**src/rtl/plic_pkg.sv**
```systemverilog
// Shared constants and FSM state type for the PLIC target-context scheduler.
package plic_pkg;

    localparam int IRQ_NUM    = 32;
    localparam int PRIO_WIDTH = 3;
    localparam int ID_WIDTH   = $clog2(IRQ_NUM);

    typedef enum logic {
        SCAN  = 1'b0,
        CLAIM = 1'b1
    } state_e;

endpackage

```
**src/rtl/plic_prio_cmp.sv**
```systemverilog
// One step of the priority sweep: a qualified candidate replaces the running best
// only when strictly higher, so the lowest ID wins ties.
module plic_prio_cmp #(
    parameter int ID_WIDTH   = 5,
    parameter int PRIO_WIDTH = 3
) (
    input  logic                  cand_valid,
    input  logic [ID_WIDTH-1:0]   cand_id,
    input  logic [PRIO_WIDTH-1:0] cand_prio,
    input  logic [ID_WIDTH-1:0]   best_id,
    input  logic [PRIO_WIDTH-1:0] best_prio,
    output logic [ID_WIDTH-1:0]   new_id,
    output logic [PRIO_WIDTH-1:0] new_prio
);

    always_comb begin
        // NOTE: every output gets a default first so no path leaves it unassigned (no latch).
        new_id   = best_id;
        new_prio = best_prio;
        if (cand_valid && (cand_prio > best_prio)) begin
            new_id   = cand_id;
            new_prio = cand_prio;
        end
    end

endmodule

```
**src/rtl/plic_prio_scan.sv**
```systemverilog
// Serial PLIC priority scheduler: sweeps sources 1..IRQ_NUM-1 one per clock,
// publishes the best pending+enabled source and sequences the claim handshake.
module plic_prio_scan #(
    parameter int IRQ_NUM    = plic_pkg::IRQ_NUM,
    parameter int PRIO_WIDTH = plic_pkg::PRIO_WIDTH,
    parameter int ID_WIDTH   = $clog2(IRQ_NUM)
) (
    input  logic                          clk_i,
    input  logic                          rst_i,
    input  logic [IRQ_NUM-1:0]            ip_i,
    input  logic [IRQ_NUM-1:0]            ie_i,
    input  logic [IRQ_NUM*PRIO_WIDTH-1:0] prio_i,
    input  logic [PRIO_WIDTH-1:0]         thold_i,
    input  logic                          claim_req_i,
    output logic                          claim_ack_o,
    output logic [ID_WIDTH-1:0]           claim_id_o,
    output logic [IRQ_NUM-1:0]            claim_clr_o,
    output logic [ID_WIDTH-1:0]           max_id_o,
    output logic [PRIO_WIDTH-1:0]         max_prio_o,
    output logic                          irq_o,
    output logic                          sweep_done_o
);

    import plic_pkg::*;

    state_e                state_q, state_d;
    logic [ID_WIDTH-1:0]   idx_q, best_id_q, max_id_q, claim_id_q, new_id;
    logic [PRIO_WIDTH-1:0] best_prio_q, max_prio_q, new_prio, cand_prio;
    logic                  sweep_done_q, cand_valid, last_idx, claim_take, max_live;

    always_comb begin
        cand_prio = '0;
        for (int i = 0; i < IRQ_NUM; i++) begin
            if (idx_q == ID_WIDTH'(i)) cand_prio = prio_i[i*PRIO_WIDTH +: PRIO_WIDTH];
        end
    end

    assign cand_valid = ip_i[idx_q] & ie_i[idx_q] & (cand_prio != '0);
    assign last_idx   = (idx_q == ID_WIDTH'(IRQ_NUM - 1));
    assign claim_take = (state_q == SCAN) && claim_req_i;
    // The claim only returns the latched winner if it is still pending and enabled.
    assign max_live   = (max_id_q != '0) && ip_i[max_id_q] && ie_i[max_id_q];

    plic_prio_cmp #(
        .ID_WIDTH   (ID_WIDTH),
        .PRIO_WIDTH (PRIO_WIDTH)
    ) u_cmp (
        .cand_valid (cand_valid),
        .cand_id    (idx_q),
        .cand_prio  (cand_prio),
        .best_id    (best_id_q),
        .best_prio  (best_prio_q),
        .new_id     (new_id),
        .new_prio   (new_prio)
    );

    always_ff @(posedge clk_i) begin
        // NOTE: sequential state uses non-blocking assignments so every register samples pre-edge values.
        if (rst_i) state_q <= SCAN;
        else       state_q <= state_d;
    end

    always_comb begin
        state_d = state_q;
        case (state_q)
            SCAN:    if (claim_req_i) state_d = CLAIM;
            CLAIM:   state_d = SCAN;
            default: state_d = SCAN;
        endcase
    end

    always_comb begin
        claim_ack_o = (state_q == CLAIM);
        claim_id_o  = claim_ack_o ? claim_id_q : '0;
        claim_clr_o = '0;
        if (claim_ack_o && (claim_id_q != '0)) claim_clr_o[claim_id_q] = 1'b1;
    end

    // Entering or sitting in CLAIM drops the in-flight sweep and the published
    // winner, so irq_o stays low until a complete fresh sweep lands.
    always_ff @(posedge clk_i) begin
        if (rst_i) begin
            idx_q        <= ID_WIDTH'(1);
            best_id_q    <= '0;
            best_prio_q  <= '0;
            max_id_q     <= '0;
            max_prio_q   <= '0;
            claim_id_q   <= '0;
            sweep_done_q <= 1'b0;
        end else if (claim_take || (state_q == CLAIM)) begin
            if (claim_take) claim_id_q <= max_live ? max_id_q : '0;
            idx_q        <= ID_WIDTH'(1);
            best_id_q    <= '0;
            best_prio_q  <= '0;
            max_id_q     <= '0;
            max_prio_q   <= '0;
            sweep_done_q <= 1'b0;
        end else if (last_idx) begin
            max_id_q     <= new_id;
            max_prio_q   <= new_prio;
            best_id_q    <= '0;
            best_prio_q  <= '0;
            idx_q        <= ID_WIDTH'(1);
            sweep_done_q <= 1'b1;
        end else begin
            best_id_q    <= new_id;
            best_prio_q  <= new_prio;
            idx_q        <= idx_q + ID_WIDTH'(1);
            sweep_done_q <= 1'b0;
        end
    end

    assign max_id_o     = max_id_q;
    assign max_prio_o   = max_prio_q;
    assign irq_o        = (max_prio_q > thold_i);
    assign sweep_done_o = sweep_done_q;

endmodule

```
**config.mk**
```make
export PLATFORM = sky130hd
export DESIGN_NAME = plic_prio_scan
export DESIGN_NICKNAME = d
export VERILOG_FILES = /design/src/rtl/plic_pkg.sv /design/src/rtl/plic_prio_cmp.sv /design/src/rtl/plic_prio_scan.sv
export SDC_FILE = /design/constraint.sdc
export NUM_CORES = 1
export LEC_CHECK = 0
export CORE_MARGIN = 8
export CORE_UTILIZATION = 43
export CTS_CLUSTER_DIAMETER = 100
export DETAILED_ROUTE_END_ITERATION = 10
export GPL_TIMING_DRIVEN = 0
export HOLD_SLACK_MARGIN = 0.15
export PLACE_DENSITY = 0.91
export SKIP_CTS_REPAIR_TIMING = 1
export SYNTH_ARGS = -nofsm -noshare
export SYNTH_HDL_FRONTEND = slang
export SYNTH_SLANG_ARGS = --single-unit
export TNS_END_PERCENT = 50
```
**constraint.sdc**
```tcl
create_clock -name clk_i -period 7.3 [get_ports clk_i]
set_clock_uncertainty 0.05 [all_clocks]
set_input_delay 1.095 -clock clk_i [delete_from_list [all_inputs] [get_ports clk_i]]
set_output_delay 1.095 -clock clk_i [all_outputs]
set_load 0.05 [all_outputs]
```
Yosys cells after proc, flatten, opt, wreduce, memory -nomap -nowiden
Cells that the tools add are included.
{"block": "totals", "regBits": 28, "in_bits": 166, "output_inout_bits": 48, "wordCells": 113}
{"block": "op_classes", "addsub": 1, "magnitude_cmp": 6, "n_eq_ne": 31, "n_mux": 50, "bitwise": 3, "n_reduce_logical": 14}
{"cell": "3-bit 2-to-1 mux", "count": 33}
{"cell": "5-bit == test (second input constant)", "count": 16}
{"cell": "5-bit by 4-bit == test with 1-bit output (second input constant)", "count": 8}
{"cell": "32-bit 2-to-1 mux", "count": 1}
{"cell": "1-bit binary-select mux with 5-bit select", "count": 4}
{"cell": "5-bit by 3-bit == test with 1-bit output (second input constant)", "count": 4}
{"cell": "5-bit by 6-bit less-than comparator with 1-bit output (second input constant)", "count": 3}
{"cell": "5-bit 2-to-1 mux", "count": 3}
{"cell": "5-bit by 2-bit == test with 1-bit output (second input constant)", "count": 2}
{"cell": "5-bit nonzero test", "count": 2}
{"cell": "1-bit 2-to-1 mux", "count": 7}
{"cell": "3-bit > comparator", "count": 2}
{"cell": "1-bit logical AND", "count": 6}
{"cell": "5-bit by 1-bit adder with 5-bit output (second input constant)", "count": 1}
{"cell": "1-bit demux with 5-bit select", "count": 1}
{"cell": "5-bit by 1-bit == test with 1-bit output (second input constant)", "count": 1}
{"cell": "5-bit by 1-bit >= comparator with 1-bit output (second input constant)", "count": 1}
{"cell": "5-bit logical NOT", "count": 1}
{"cell": "3-bit nonzero test", "count": 1}
{"cell": "3-bit OR reduction", "count": 1}
{"cell": "1-bit AND", "count": 2}
{"cell": "1-bit case mux with 2 select lines", "count": 1}
{"cell": "2-bit AND reduction", "count": 1}
{"cell": "2-bit OR reduction", "count": 1}
{"cell": "other kinds (2)", "count": 2}

Logic depth before layout (Yosys ltp)
{"block": "depth", "word_depth": 37, "ltp_mapped": 20, "ltp_nobuf": 16}

Cells and area by module
From an unflattened synthesis, not the netlist that was laid out.
{"block": "hier_totals", "hier_cells": 491, "area_unflattened_um2": 3746.1}
{"module": "plic_prio_scan", "n_inst": 1, "cells_each": 473, "area_each_um2": 3563.4, "seq_area_each_um2": 560.5}
{"module": "plic_prio_cmp", "n_inst": 1, "cells_each": 18, "area_each_um2": 182.7, "seq_area_each_um2": 0.0}

Least setup slack after synthesis
OpenSTA, ideal clock, no wires.
{"block": "synth_path", "kind": "flip-flop to flip-flop", "startpoint": "register idx_q[0]", "endpoint": "register max_id_q[0], in the netlist max_id_o[0]", "setup_time_ps": 132, "t_arrival_ps": 3880, "required_time_ps": 7118, "path_slack_ps": 3238, "path_stages_with_launch": 21, "path_buffers": 4, "synth_period_minus_slack_ps": 4062, "cell_sequence": "dfxtp_1 > buf_2 > buf_2 > inv_1 > ha_1 > clkbuf_1 > buf_2 > a221oi_1 > mux2i_1 > o211ai_1 > a211oi_1 > o21ai_0 > a211oi_1 > a21o_1 > o21ba_2 > ha_1 > a21oi_1 > a311oi_4 > o31ai_4 > mux2i_1 > a21oi_1"}
{"block": "synth_via", "elab_chain_cells": 37, "elab_cells_between_ends": 74, "classes_between": "1 x order compare; 31 x eq/ne; 37 x mux; 2 x bitwise; 3 x reduce/logical"}
{"item": "from (decl)", "line": "plic_prio_scan.sv:27", "text": "logic [ID_WIDTH-1:0] idx_q, best_id_q, max_id_q, claim_id_q, new_id;"}
{"item": "from (signal assigned)", "line": "plic_prio_scan.sv:108", "text": "idx_q <= idx_q + ID_WIDTH'(1);"}
{"item": "parallel branches: the longest is 37 deep, another holds 5-bit logical NOT"}
{"item": "to (signal assigned)", "line": "plic_prio_scan.sv:99", "text": "max_id_q <= new_id;"}
{"item": "to (decl)", "line": "plic_prio_scan.sv:27"}
Several ways; the timed one is not identified. The select of a mux whose other input is x is not followed.
A chain may end at the register's enable or synchronous reset.

Worst setup path in the final report
{"block": "layout_path", "startpoint": "register idx_q[0]", "endpoint": "register max_id_q[2], in the netlist max_id_o[2]"}
Same word-level chain as after synthesis.

==> out/qor.csv <==
stage,metric,value,unit
run_status,status,"complete, no violations",
yosys,Post-synth EDFFs,0,
sta,fin. max-slew vios,0,
cells_and_area,Syn-to-layout area delta,60.0,%
pwr,peak supply drop,0.0000832,V
sta,final worst-path cycle share,70.7,%
cts,TritonCTS clock tree,yes,
detailed_routing,final antenna-violating net count,0,
global_route,Total Routing Usage GR,28.7,%
place,RePlAce Congestion,0.991,
yosys,top-count cell post-synth,nor2_1,
worst_hold_path,worst hold path type,reg -> reg,
detailed_routing,initial DRC count,394,
cells_and_area,Final Util,71.2,%
cts,clock buffer count from CTS,3,
yosys,register area share after synthesis,14.4,%
sta,final setup TNS,0,ps
die,Die Y,111,um
place,I/O Buffers,212,
flow_run,Max Cap Viol,0,
setup_path,category of the most critical setup path,reg -> reg,
worst_hold_path,hold wc startpoint,claim_id_q[1],
cells_and_area,Nets,955,
setup_path,Crit. End Element,register,
cts,Clock Sinks,28,
sta,min cycle time layout,5160,ps
place,Detailed Place HPWL,15700,um
detailed_routing,Vias/cell,6.27,
yosys,Avg Synthesized Cell Area,6.93,um^2
pwr,total power draw,510,uW
cts,Clock Root Buffer,clkbuf_8,
yosys,"Top FF cell, synth",dfxtp_1,
yosys,Post-Syn Instances,560,
yosys,Synth async-reset ratio,0,%
yosys,synth top area cells,"dfxtp_1 14%, nor2_1 6.6%, o21ai_0 5.9%",
die,I/O pin count,214,
detailed_routing,drt pass-1 iters,6,
yosys,Yosys warnings,0,
cts,"Reg clk slew, reported paths",100,ps
detailed_routing,Vias,5539,
setup_path,"Arr. time, crit path",5270,ps
cells_and_area,Final Non-Filler Cells,884,
setup_path,Crit Reg-Reg Startpoint,idx_q[0],
cells_and_area,area of the multi-input gates,3010,um^2
cells_and_area,Register Area,561,um^2
yosys,post-synth top area cell,dfxtp_1,
sta,max frequency,0.194,GHz
setup_path,data required time of the worst path,7410,ps
global_route,largest net degree at the start of global routing,17,
die,Rows,34,
yosys,post-synthesis sequential element count,28,
die,Die Wd,111,um
yosys,Yosys top cell area share,14.4,%
yosys,Post-synth top cells,"68 x nor2_1, 46 x o21ai_0, 45 x nand2_1",
yosys,synth unique cells,78,
setup_path,Startpoint Class,register,
detailed_routing,final wirelength,19000,um
global_route,GRT Residual Overflow,0,
global_route,vias in the first global route,5644,
die,Core Area,8720,um^2
sta,final setup fails,0,
die,area of the die,12300,um^2
sta,endpoints failing hold,0,
cts,Skew-Pair Late Insertion Delay,280,ps
sta,relative slew slack,31.1,%
yosys,synthesized area,3880,um^2
cells_and_area,Filler cells,694,
pwr,Leak,0.00226,uW
sta,RSZ-0062 raised after global routing,no,
cells_and_area,n_diodes,0,
cells_and_area,ratio of cells with drive above 1 in the final layout,6.96,%
pwr,pwr dens,82.2,nW/um^2
sta,Least-Margin Pin Slew,1030,ps
setup_path,Worst Path Max Fanout,10,
cts,Max Root-Sink Buffers,2,
setup_path,Register-to-Register Setup Slack,2140,ps
global_route,first-pass GRT wire length,29700,um
cts,H-tree Lvls,1,
die,Initial Util,44.5,%
setup_path,Critical Path Start,idx_q[0],
yosys,"Net Count, Synth",738,
place,Placed Cells,880,
global_route,antenna violations before repair,0,
detailed_routing,Wirelength per Cell,21.5,um
detailed_routing,# DRC,0,
-- state kept, by name, summed over array words and instances, names as in the netlist --
register and count:
best_id_q 5, best_prio_q 3, claim_ack_o 1, claim_id_q 5, idx_q 5, max_id_o 5
max_prio_o 3, sweep_done_o 1
-- metal layers --
metal / wire length (um) / global-route usage [%] / vias up
met5: 18 / 0 / -
met4: 666 / 10.3 / 2
met3: 2330 / 9.09 / 65
met2: 8990 / 49.8 / 428
met1: 7010 / 32.1 / 2533
li1: - / - / 2511
-- power by group --
group	switching [uW]	total [uW]	internal (uW)
sequential	2.08	157	154
combinational	101	230	128
clock	50.7	124	73.5
-- area by class of cell --
cell class / instances / area share [%]
Buffer: 43 / 3.57
Multi-Input combinational cell: 465 / 48.5
Sequential cell: 28 / 9.03
Inverter: 24 / 1.45
Clock buffer: 3 / 0.665
Clock inverter: 1 / 0.484
Tap cell: 108 / 2.18
Timing Repair Buffer: 212 / 34.2
-- critical path: stages (launching register included) --
cell      delay (ps)
dfxtp_1          490
buf_2            270
buf_2            260
inv_1            110
ha_1             260
buf_2            230
clkbuf_1         270
nor2b_1          200
a211oi_1         210
o211ai_1         150
a211oi_1         520
o21ai_0          170
a211oi_1         240
a21o_1           140
o21ba_2          140
ha_1             180
a21oi_1          120
a311oi_4         440
o31ai_4          230
mux2i_1          260
a21oi_1          100
-- logic make-up after synthesis --
logic type      after synthesis  share of synthesized area [%]
compound gates              185                           32.7
fa+ha+maj                    12                           3.87
other cells                   1                         0.0966
mux                          17                           7.32
flops                        28                           14.4
simple gates                248                           33.1
buf+inv                      67                           8.03
xor+xnor                      2                          0.451
-- worst paths after layout --
path | to | depth (start not counted)
setup / recovery | max_id_o[2] | 20
hold / removal | claim_id_q[1] | 2
setup reg to reg | max_id_o[2] | 20
hold reg to reg | claim_id_q[1] | 2
-- placed cells by master (no fill, tap or decap), drive strengths merged, types with 5 or more instances in the layout --
cell type and count:
clkdlybuf4s50 212, mux2i 7, dfxtp 28, and2 8, o21ai 51, o22ai 6
nor3b 7, nand2 45, ha 12, a211oi 10, or3b 7, nand3b 10
a31oi 8, nor2 68, clkbuf 26, a21o 6, mux4 9, buf 20
nand3 36, nor2b 21, a21oi 36, a22oi 5, nand2b 12, nor3 10
o211ai 17, inv 24
-- metrics by stage --
stage                     cell area [um^2]  setup WS (ps)  hold WS [ps]
after floorplan                       3880           3240           388
after global placement                6140           2360           411
after detailed placement              6140           2220           433
after CTS                             6210           2210           445
after global routing                  6210           1770           461
final                                 6210           2140           438
(Power assumes the default switching activity.)
